<file path="src/rtl/alu_pkg.sv">
// Shared types for the logic-unit front end: loader FSM states and operation codes.
// Latency: none, types and constants only.
// Backpressure: not applicable.
package alu_pkg;

  // Loader FSM states; the values are also shown on the debug LEDs
  typedef enum logic [1:0] {
    CARGA_A  = 2'd0,
    CARGA_B  = 2'd1,
    CARGA_OP = 2'd2,
    LISTO    = 2'd3
  } estado_t;

  // Operation codes understood by the logic unit
  typedef enum logic [2:0] {
    OP_AND = 3'd0,
    OP_OR  = 3'd1,
    OP_XOR = 3'd2,
    OP_NOT = 3'd3,
    OP_SHL = 3'd4,
    OP_SHR = 3'd5
  } op_t;

  // Highest code the logic unit defines; larger codes can be rejected at load time
  localparam logic [2:0] CODIGO_MAX = 3'd5;

endpackage

</file>
<file path="src/rtl/detector_flanco.sv">
// Synchronises an asynchronous, debounced button and emits a one-clock pulse on its rising edge.
// Latency: button rises before edge e1 -> pulso high between e2 and e3.
// Backpressure: none; holding the button high yields a single pulse.
module detector_flanco (
  input  logic clk,
  input  logic rst,
  input  logic boton,
  output logic pulso
);

  logic s1;
  logic s2;
  logic s3;

  // Three-flop chain: s1/s2 resolve metastability, s3 remembers the previous level
  always_ff @(posedge clk or posedge rst) begin
    if (rst) begin
      s1 <= 1'b0;
      s2 <= 1'b0;
      s3 <= 1'b0;
    end else begin
      s1 <= boton;
      s2 <= s1;
      s3 <= s2;
    end
  end

  assign pulso = s2 & ~s3;

endmodule

</file>
<file path="src/rtl/secuenciador_operandos.sv">
// Loads operand 1, operand 2 and the op code from a shared switch bus, one value per button press.
// Latency: register written on the third clock edge after cargar rises; outputs straight from flops.
// Backpressure: none; a press is consumed immediately. Optional macro SECUENCIADOR_VALIDA_CODIGO_EN rejects op codes above CODIGO_MAX.
module secuenciador_operandos
  import alu_pkg::*;
#(
  parameter int N = 8
) (
  input  logic         clk,
  input  logic         rst,
  input  logic [N-1:0] entrada,
  input  logic         cargar,
  input  logic         limpiar,
  output logic [N-1:0] operador1,
  output logic [N-1:0] operador2,
  output logic [2:0]   ALUControl,
  output logic         valido,
  output logic [1:0]   estado
`ifdef SECUENCIADOR_VALIDA_CODIGO_EN
  ,
  output logic         error_codigo
`endif
);

  logic    pulso;
  estado_t estado_q;

  detector_flanco u_detector_cargar (
    .clk   (clk),
    .rst   (rst),
    .boton (cargar),
    .pulso (pulso)
  );

  assign estado = estado_q;

  // Load sequencer: clear has priority, otherwise each pulse stores entrada into the current slot
  always_ff @(posedge clk or posedge rst) begin
    if (rst) begin
      estado_q     <= CARGA_A;
      operador1    <= '0;
      operador2    <= '0;
      ALUControl   <= 3'd0;
      valido       <= 1'b0;
`ifdef SECUENCIADOR_VALIDA_CODIGO_EN
      error_codigo <= 1'b0;
`endif
    end else begin
`ifdef SECUENCIADOR_VALIDA_CODIGO_EN
      error_codigo <= 1'b0;
`endif
      if (limpiar) begin
        // A pulse arriving together with the clear is intentionally dropped
        estado_q   <= CARGA_A;
        operador1  <= '0;
        operador2  <= '0;
        ALUControl <= 3'd0;
        valido     <= 1'b0;
      end else if (pulso) begin
        case (estado_q)
          CARGA_A: begin
            operador1 <= entrada;
            estado_q  <= CARGA_B;
          end
          CARGA_B: begin
            operador2 <= entrada;
            estado_q  <= CARGA_OP;
          end
          CARGA_OP: begin
`ifdef SECUENCIADOR_VALIDA_CODIGO_EN
            if (entrada[2:0] > CODIGO_MAX) begin
              // Undefined code: keep waiting for a valid one and flag it for one cycle
              error_codigo <= 1'b1;
            end else begin
              ALUControl <= entrada[2:0];
              valido     <= 1'b1;
              estado_q   <= LISTO;
            end
`else
            ALUControl <= entrada[2:0];
            valido     <= 1'b1;
            estado_q   <= LISTO;
`endif
          end
          LISTO: begin
            // New set begins; operand 2 and the op code stay until overwritten
            operador1 <= entrada;
            valido    <= 1'b0;
            estado_q  <= CARGA_B;
          end
          default: begin
            estado_q <= CARGA_A;
          end
        endcase
      end
    end
  end

endmodule

</file>
<file path="config.mk">
export PLATFORM = sky130hd
export DESIGN_NAME = secuenciador_operandos
export DESIGN_NICKNAME = d
export VERILOG_FILES = /design/src/rtl/alu_pkg.sv /design/src/rtl/detector_flanco.sv /design/src/rtl/secuenciador_operandos.sv
export SDC_FILE = /design/constraint.sdc
export NUM_CORES = 1
export LEC_CHECK = 0
export BUFFER_PORTS_ARGS = -buffer_cell sky130_fd_sc_hd__clkbuf_2
export CORE_MARGIN = 2
export CORE_UTILIZATION = 40
export CTS_CLUSTER_SIZE = 24
export DETAILED_ROUTE_END_ITERATION = 10
export PLACE_DENSITY = 0.61
export SLEW_MARGIN = 10
export SYNTH_ARGS = -nofsm -noshare
export SYNTH_HDL_FRONTEND = slang
export SYNTH_HIERARCHICAL = 1
export SYNTH_SLANG_ARGS = --single-unit
</file>
<file path="constraint.sdc">
create_clock -name clk -period 1.6 [get_ports clk]
set_input_delay 0.08 -clock clk [delete_from_list [all_inputs] [get_ports clk]]
set_output_delay 0.08 -clock clk [all_outputs]
set_load 0.1 [all_outputs]
</file>
* Yosys cells after proc, flatten, opt, wreduce, memory -nomap -nowiden
Index checks and enable logic that the tools add are counted.
** Operators by class
- Equality and inequality tests :: 3
- Muxes and demuxes :: 15
- Bitwise operators :: 2
- Reduce and logical (&&, ||, !) cells :: 11
** Operators with widths (number)
- 2-to-1 mux 8 bit :: 6
- 2-to-1 mux 3 bit :: 3
- AND reduction 2 bit :: 4
- nonzero test 2 bit :: 4
- one-hot mux 2 bit (3 select lines) :: 1
- == test 2 bit (second input constant) :: 2
- 2-to-1 mux 2 bit :: 2
- nonzero test 3 bit :: 1
- == test 2 x 1 -> 1 bit (second input constant) :: 1
- logical NOT 2 bit :: 1
- 2-to-1 mux 1 bit :: 2
- one-hot mux 1 bit (2 select lines) :: 1
- OR reduction 2 bit :: 1
- bitwise AND 1 bit :: 1
- NOT 1 bit :: 1
** Storage, ports and cells
- Register bits after elaboration :: 25
- Bits of input ports :: 12
- Output and inout bits :: 22
- Logic and storage cells :: 39

* Logic depth before layout (Yosys ltp)
Gate-level depths: netlist of run 1.
- Depth after elaboration :: 5
- Depth in mapped cells :: 5
- Depth with buffers taken out :: 4

* Hierarchy
Netlist of run 1, hierarchy kept.
** Modules (own cells, without submodules)
- secuenciador_operandos :: instances 1, cells an instance 91, area an instance 1061.0 um2, sequential area each 550.5 um2
- detector_flanco :: instances 1, cells an instance 5, area an instance 92.6 um2, sequential area each 75.1 um2

* Least setup slack after synthesis of run 1
Ideal clock, no wire load.
- Path type :: register to register
- Start :: reg estado_q[0] (netlist: estado[0])
- End :: reg operador1[0]
- Arrival :: 1746 ps
- Data required time :: 1521 ps
- Path slack :: -225 ps
- Cell stages (with the launch flop) :: 5
- Buffers on the path :: 0
- Cell sequence :: dfrtp_1 inv_1 ha_1 and2_1 mux2i_1
** Between the ends
- Word-level cells in the longest chain between the ends :: 4
** RTL lines
- start, declared :: line secuenciador_operandos.sv:26 : estado_t estado_q;
- start signal, assigned :: line secuenciador_operandos.sv:40 : estado_q <= CARGA_A;
- start signal, assigned :: line secuenciador_operandos.sv:54 : estado_q <= CARGA_A;
- start signal, assigned :: line secuenciador_operandos.sv:63 : estado_q <= CARGA_B;
- == test 2 bit / logical NOT 2 bit (equally long branches) :: line secuenciador_operandos.sv:60 : case (estado_q)
- OR reduction 2 bit (no line) *
- nonzero test 2 bit (no line) *
- AND reduction 2 bit (no line) *
- end signal, assigned :: line secuenciador_operandos.sv:62 : operador1 <= entrada;
- end signal, assigned :: line secuenciador_operandos.sv:87 : operador1 <= entrada;
- end, declared :: line secuenciador_operandos.sv:14 : output logic [N-1:0] operador1,
Every way passes the cells marked *; elsewhere a longest branch is shown, timed or not.
A chain may end at the register's enable or synchronous reset.

* Final worst setup path of run 1
- Start :: reg estado_q[0] (netlist: estado[0])
- End :: out estado[0]
** RTL lines
- end, declared :: line secuenciador_operandos.sv:18 : output logic [1:0] estado
No word-level cell between the ends.

==> flow_metrics.tcl, run 1 <==
set metrics [dict create \
    area_delta_synth_final_pct 21.4 \
    power_density_mw_per_mm2 877 \
    drc_errors 0 \
    yosys.area.top_type_share_pct 54.2 \
    synth_area_leaders "dfrtp_1 (54%), mux2i_1 (16%), nand2b_1 (15%)" \
    grt_pass1_vias 750 \
    cts-root-buf "clkbuf_4" \
    worstSetupPathType "reg -> out" \
    via_count 764 \
    finalNonFillerCells 164 \
    start_util_pct 41.8 \
    core_area_mm2 0.00276 \
    fin_crit_sh_pct 80.2 \
    rsz0062_at_grt "false" \
    worstPathCellList "clkbuf_2" \
    cp-start-kind "register" \
    totalWireLength_mm 2.06 \
    drt_iter0_markers 11 \
    timing.fmax_mhz 779 \
    slew_viol_final 0 \
    grt_pass1_wl_mm 3.51 \
    worstRegToRegCells 4 \
    rr_endpoint "operador1[2]" \
    antenna_found_initial 0 \
    crit_arrival_ps 1200 \
    crit_family "buffers and inverters" \
    period_needed_ps 1280 \
    critPathBufInv 1 \
    leakage_nw 0.748 \
    viasPerCell 4.66 \
    cts_buffers 3 \
    finalSetupViolCount 0 \
    status "finished clean" \
    startpoint "estado[0]" \
    cts-resized-gates 0 \
    syn_nets 111 \
    clock_skew_ps 3.28 \
    syn_area_mm2 0.00115 \
    dp_hpwl_mm 1.44 \
    rrSetupSlack_ps 350 \
    cts_tree "built" \
    path_clk_slew_ps 130 \
    port_buffers 33 \
    grt.total_usage_pct 13.7 \
    num_antenna_cells 0 \
    syn_inst 96 \
    worst_slew_pin_slew_ps 555 \
    endpoint "estado[0]" \
    fill_cells 266 \
    wl_per_cell_um 12.5 \
    cts_sinks 25 \
    clock_latency_ps 310 \
    total_power_w 0.00123 \
    clock_path_buffers 2 \
    grt.overflow.total 0 \
    post-route-util_pct 50.8 \
    crit_cells 1 \
    dpl_cell_area_mm2 0.00133 \
    max-cap-violations 0 \
    ys_ff_latch 25 \
    htree_num_levels 1 \
    postCtsSetupBuffers 0 \
    hold_path_class "in -> reg" \
    synth_cell_types 17 \
    die_h_um 57.7 \
    cp.required_ps 1520 \
    seq_area_frac_synth_pct 54.2 \
    die_area_mm2 0.00333 \
    grt_start_max_net_pins 31 \
    layout-drive-gt1-share_pct 31.6 \
    yosys_warnings 6 \
    dp.cells 156 \
    setup_tns_ps 0 \
    first_pass_iters 2 \
    ant_nets 0 \
    vdd_drop_max_uv 438 \
    finalHoldViolations 0 \
    crit_path_end_kind "output port" \
    syn_avg_cell_area_um2 12.0 \
    critPathMaxFanout 5 \
    relSlewSlack_pct 63.1 \
    io_pins 34 \
    std_cell_rows 19 \
    crit_path_top_delay_cell "clkbuf_2" \
    synth_top_cell_by_area "dfrtp_1" \
    nets 149 \
    r2r-start "estado[0]" \
    max_stage_delay_ps 470 \
    fp.dieW_um 57.7 \
    gp_congestion 0.687 \
    final_area_mm2 0.00140 \
]
worst min path at each step:
stage	to	startpoint	slack, ps	depth (start not counted)
3_5_place_dp	u_detector_cargar/s1	rst	-60	2
3_3_place_gp	u_detector_cargar/s2	rst	-60	2
6_report	operador2[7]	entrada[7]	20	3
4_1_cts	operador1[5]	entrada[5]	10	3
5_1_grt	operador1[6]	entrada[6]	7	3
2_1_floorplan	u_detector_cargar/s1	rst	-170	1
cells in the mapped netlist (all sizes together):
| cell | count |
|---|---|
| a211oi | 1 |
| a21oi | 2 |
| and2 | 2 |
| buf | 2 |
| clkbuf | 3 |
| dfrtp | 25 |
| ha | 3 |
| inv | 4 |
| mux2i | 19 |
| nand2 | 3 |
| nand2b | 28 |
| nor2 | 1 |
| nor2b | 1 |
| nor3 | 1 |
| or2b | 1 |
flip-flops by register name, summed over array words and instances (netlist names):
name and flops:
operador1 8, valido 1, u_detector_cargar/s2 1, u_detector_cargar/s3 1
operador2 8, ALUControl 3, estado 2, u_detector_cargar/s1 1
cell families after synthesis:
logic type	share of synthesized area [%]
adder cells (fa/ha/maj)	3.25
AND/OR/NAND/NOR	20.3
flip-flops	54.2
multiplexers	16.5
AO/OA/AOI/OAI	1.52
buffers and inverters	4.23
metrics by stage:
| step | setup WS, ps | hold WS [ps] |
|---|---|---|
| 4_1_cts | 296 | 12.5 |
| 5_1_grt | 233 | 6.70 |
| 3_5_place_dp | 354 | -59.4 |
| 2_1_floorplan | 69.6 | -166 |
| 6_report | 316 | 22.5 |
| 3_3_place_gp | 391 | -64.3 |
final cells by class:
class                   instances  area [µm²]  area share, %
well taps                      31        38.8           2.77
multi-input cells              62         479           34.2
inverters                       4        15.0           1.07
repair buffers                 38         213           15.2
flip-flops and latches         25         628           44.9
clock buffers                   4        26.3           1.88
power breakdown:
part           internal [W]  switching [W]  leakage, nW  total [W]
logic             0.0000690       0.000213        0.398   0.000282
registers          0.000655      0.0000149        0.335   0.000670
clock network     0.0000972       0.000179       0.0150   0.000276
total              0.000822       0.000407        0.748    0.00123
placed cells by master (no fill, tap or decap), drive strengths merged:
master       netlist  routed
dfrtp             25      25
ha                 3       3
nor2               1       1
nand2b            28      28
a211oi             1       1
and2               2       2
nor3               1       1
buf                2       1
or2b               1       1
mux2i             19      19
a21oi              2       2
inv                4       4
nor2b              1       1
nand2              3       3
dlygate4sd3        0       4
clkbuf             3      37
timing repair:
item | CTS | global route
hold endpoints to repair | 26 | 2
setup endpoints to repair | 0 | 0
hold buffers | 2 | 2
routing by layer:
layer / global-route usage (%) / vias to the layer above / share of wire (%)
met2: 21.3 / 22 / 44
met5: 0 / - / 0
met3: 3.35 / 0 / 5.6
met1: 19.1 / 357 / 50
li1: - / 385 / -
met4: 3.99 / 0 / 0
No activity file was read; power rests on OpenSTA's default activity.
==> run 2: changes to the inputs <==
--- a/config.mk
+++ b/config.mk
@@ -5,12 +5,13 @@
 export SDC_FILE = /design/constraint.sdc
 export NUM_CORES = 1
 export LEC_CHECK = 0
+export ABC_AREA = 1
 export BUFFER_PORTS_ARGS = -buffer_cell sky130_fd_sc_hd__clkbuf_2
 export CORE_MARGIN = 2
 export CORE_UTILIZATION = 40
 export CTS_CLUSTER_SIZE = 24
 export DETAILED_ROUTE_END_ITERATION = 10
-export PLACE_DENSITY = 0.61
+export PLACE_DENSITY = 0.64
 export SLEW_MARGIN = 10
 export SYNTH_ARGS = -nofsm -noshare
 export SYNTH_HDL_FRONTEND = slang
==> constraint.sdc (replaced) <==
create_clock -name clk -period 1.1 [get_ports clk]
set_input_delay 0.055 -clock clk [delete_from_list [all_inputs] [get_ports clk]]
set_output_delay 0.055 -clock clk [all_outputs]
set_load 0.1 [all_outputs]
==> run 2 against run 1 <==
  * The run now ends with setup timing left
  * Area after synthesis fell by 0.43%
  * Combinational power rose by 100%
  * Global-route usage rose by 2.1 points
  * Synthesized cell count rose by 33%
  * Highest routed layer is now met4
==> flow_metrics.tcl, run 2 <==
set metrics [dict create \
    status "finished, violations left" \
    rsz0062_at_grt "true" \
    antenna_found_initial 0 \
    cp-start-kind "register" \
    crit_arrival_ps 1410 \
    die_area_mm2 0.00332 \
    setup_tns_ps -1390 \
    power_density_mw_per_mm2 1080 \
    final_area_mm2 0.00182 \
    syn_inst 128 \
    cts_buffers 3 \
    synth_area_leaders "dfrtp_1 (54%), nand2_1 (14%), nand3_1 (8.3%)" \
    cts_sinks 25 \
    nets 187 \
    dr.max_layer_used "met4" \
    grt_pass1_vias 980 \
    clock_latency_ps 310 \
    dp.cells 194 \
    slew_viol_final 0 \
    whs_ps 27.6 \
    yosys.area.top_type_share_pct 54.5 \
    layout-drive-gt1-share_pct 38.6 \
    relSlewSlack_pct 80.8 \
    synthFlopType "dfrtp_1" \
    grt_pass1_wl_mm 4.10 \
    gp_congestion 0.842 \
    finalWorstSetupSlack_ps -94.0 \
    drt_iter0_markers 16 \
    num_antenna_cells 0 \
    crit_path_end_kind "register" \
    cp.required_ps 1320 \
    async_reset_ff_share_pct 100 \
    totalWireLength_mm 2.49 \
    yosys_warnings 6 \
    final_common_cell "nand2_1" \
    worst_slew_pin_slew_ps 288 \
    via_count 920 \
    grt.total_usage_pct 15.8 \
    finalHoldViolations 0 \
    cts_tree "built" \
    port_buffers 33 \
    fp.dieW_um 57.6 \
    seqCellArea_um2 634 \
    dp_hpwl_mm 1.81 \
    met3_length_um 118 \
    core_area_mm2 0.00273 \
    failed_checks "setup timing" \
    wl_per_cell_um 12.3 \
    seq_area_frac_synth_pct 54.5 \
    cts-root-buf "clkbuf_4" \
    wl_met1_mm 1.13 \
    fin_crit_sh_pct 109 \
    max-cap-violations 0 \
    io_pins 34 \
    synth_cell_types 14 \
    syn_area_mm2 0.00115 \
    leakage_nw 0.959 \
    ys_ff_latch 25 \
    worstSetupPathType "reg -> reg" \
    die_h_um 57.6 \
    timing.fmax_mhz 837 \
    hold_path_class "in -> reg" \
    multi_input_comb_area_um2 448 \
    dp_slack_ps -66.0 \
    area_delta_synth_final_pct 58.6 \
    vdd_drop_max_uv 733 \
    clock_path_buffers 2 \
    netlist_top_cells_count "nand2_1 (42), dfrtp_1 (25), nand3_1 (19)" \
    route.met2.wl_mm 1.22 \
    path_clk_slew_ps 130 \
    synth_most_common_cell "nand2_1" \
    drc_errors 0 \
    start_util_pct 42.0 \
    finalNonFillerCells 202 \
    htree_num_levels 1 \
    ant_nets 0 \
    reg.largest.list "operador1: 8 flops, operador2: 8 flops, ALUControl: 3 flops" \
    mostFrequentLayoutCells "nand2_1 (38), buf_12 (23), dfrtp_1 (22)" \
    first_pass_iters 4 \
    viasPerCell 4.55 \
    syn_nets 143 \
    synth_top_cell_by_area "dfrtp_1" \
    grt_start_max_net_pins 23 \
    critPathMaxFanout 8 \
    synth_edf_count 0 \
    std_cell_rows 19 \
    dpl_cell_area_mm2 0.00172 \
    grt.overflow.total 0 \
    period_needed_ps 1190 \
    clock_skew_ps 4.23 \
    syn_avg_cell_area_um2 8.97 \
    fill_cells 220 \
    finalSetupViolCount 21 \
]
[run 2: cell types whose count changed in the layout (fill, tap and decap cells not counted), moves of 3 or more]
cell,delta
clkbuf_2,-22
buf_4,+3
nor2_1,+10
mux2i_1,-19
inv_1,+7
nand3_1,+19
nand2b_1,-28
buf_12,+23
nand2_1,+36
nand2_2,+3
[run 2: cell type report]
type                    count  share of cell area (%)
clock buffers               3                    1.24
clock inverters             1                   0.275
inverters                  17                    4.67
multi-input cells          83                    24.6
flip-flops and latches     25                    34.8
well taps                  31                    2.13
repair buffers             42                    32.3
[run 2: timing repair]
item / 4_1_cts / 5_1_grt
hold endpoints to repair: 26 / 0
resized for setup: 6 / 4
pin swaps: 1 / 0
gates cloned: 1 / 0
endpoints found under the setup margin: 21 / 24
buffers inserted: 0 / 1
hold buffers: 2 / 0
[run 2: kinds of logic after synthesis]
| family | share of synthesized area (%) |
|---|---|
| AOI/OAI and AO/OA | 0.435 |
| buffers and inverters | 10.6 |
| adders and majority gates | 3.27 |
| and+or+nand+nor | 31.3 |
| DFF | 54.5 |
[run 2: path summary, 6_finish.rpt]
path / slack, ps / to / start / depth (start not counted)
min in group asynchronous: 140 / u_detector_cargar/s3 / rst / 3
worst min-delay path: 30 / operador1[7] / entrada[7] / 5
max in group asynchronous: 540 / estado[0] / rst / 4
worst min register to register: 380 / u_detector_cargar/s2 / u_detector_cargar/s1 / 0
worst max register to register: -90 / operador1[3] / estado[0] / 6
worst max-delay path: -90 / operador1[3] / estado[0] / 6
[run 2: metrics by stage]
stage	total power (W)	utilization, %
4_1_cts	0.00198	65.9
2_1_floorplan	0.00135	-
6_report	0.00196	66.6
3_5_place_dp	0.00155	62.9
3_3_place_gp	0.00154	62.9
5_1_grt	0.00204	66.6
[run 2: per-layer routing]
metal,global-route usage [%],vias up
li1,-,474
met1,21.3,421
met2,25.8,23
met3,2.49,2
met4,5.65,0
met5,0,-
[run 2: worst max-delay path, stage by stage, from the launching register on]
cell and delay [ps]:
dfrtp_4 530, inv_2 70, ha_4 220, nand2_8 90
clkinv_8 70, nand2_1 70, nand2_1 50
[run 2: report_power, final]
| group | total, W | leakage (nW) | switching (W) | internal (W) |
|---|---|---|---|---|
| logic | 0.000571 | 0.608 | 0.000363 | 0.000208 |
| clock network | 0.000400 | 0.0177 | 0.000264 | 0.000136 |
| registers | 0.000994 | 0.333 | 0.0000385 | 0.000956 |
| total | 0.00196 | 0.959 | 0.000666 | 0.00130 |
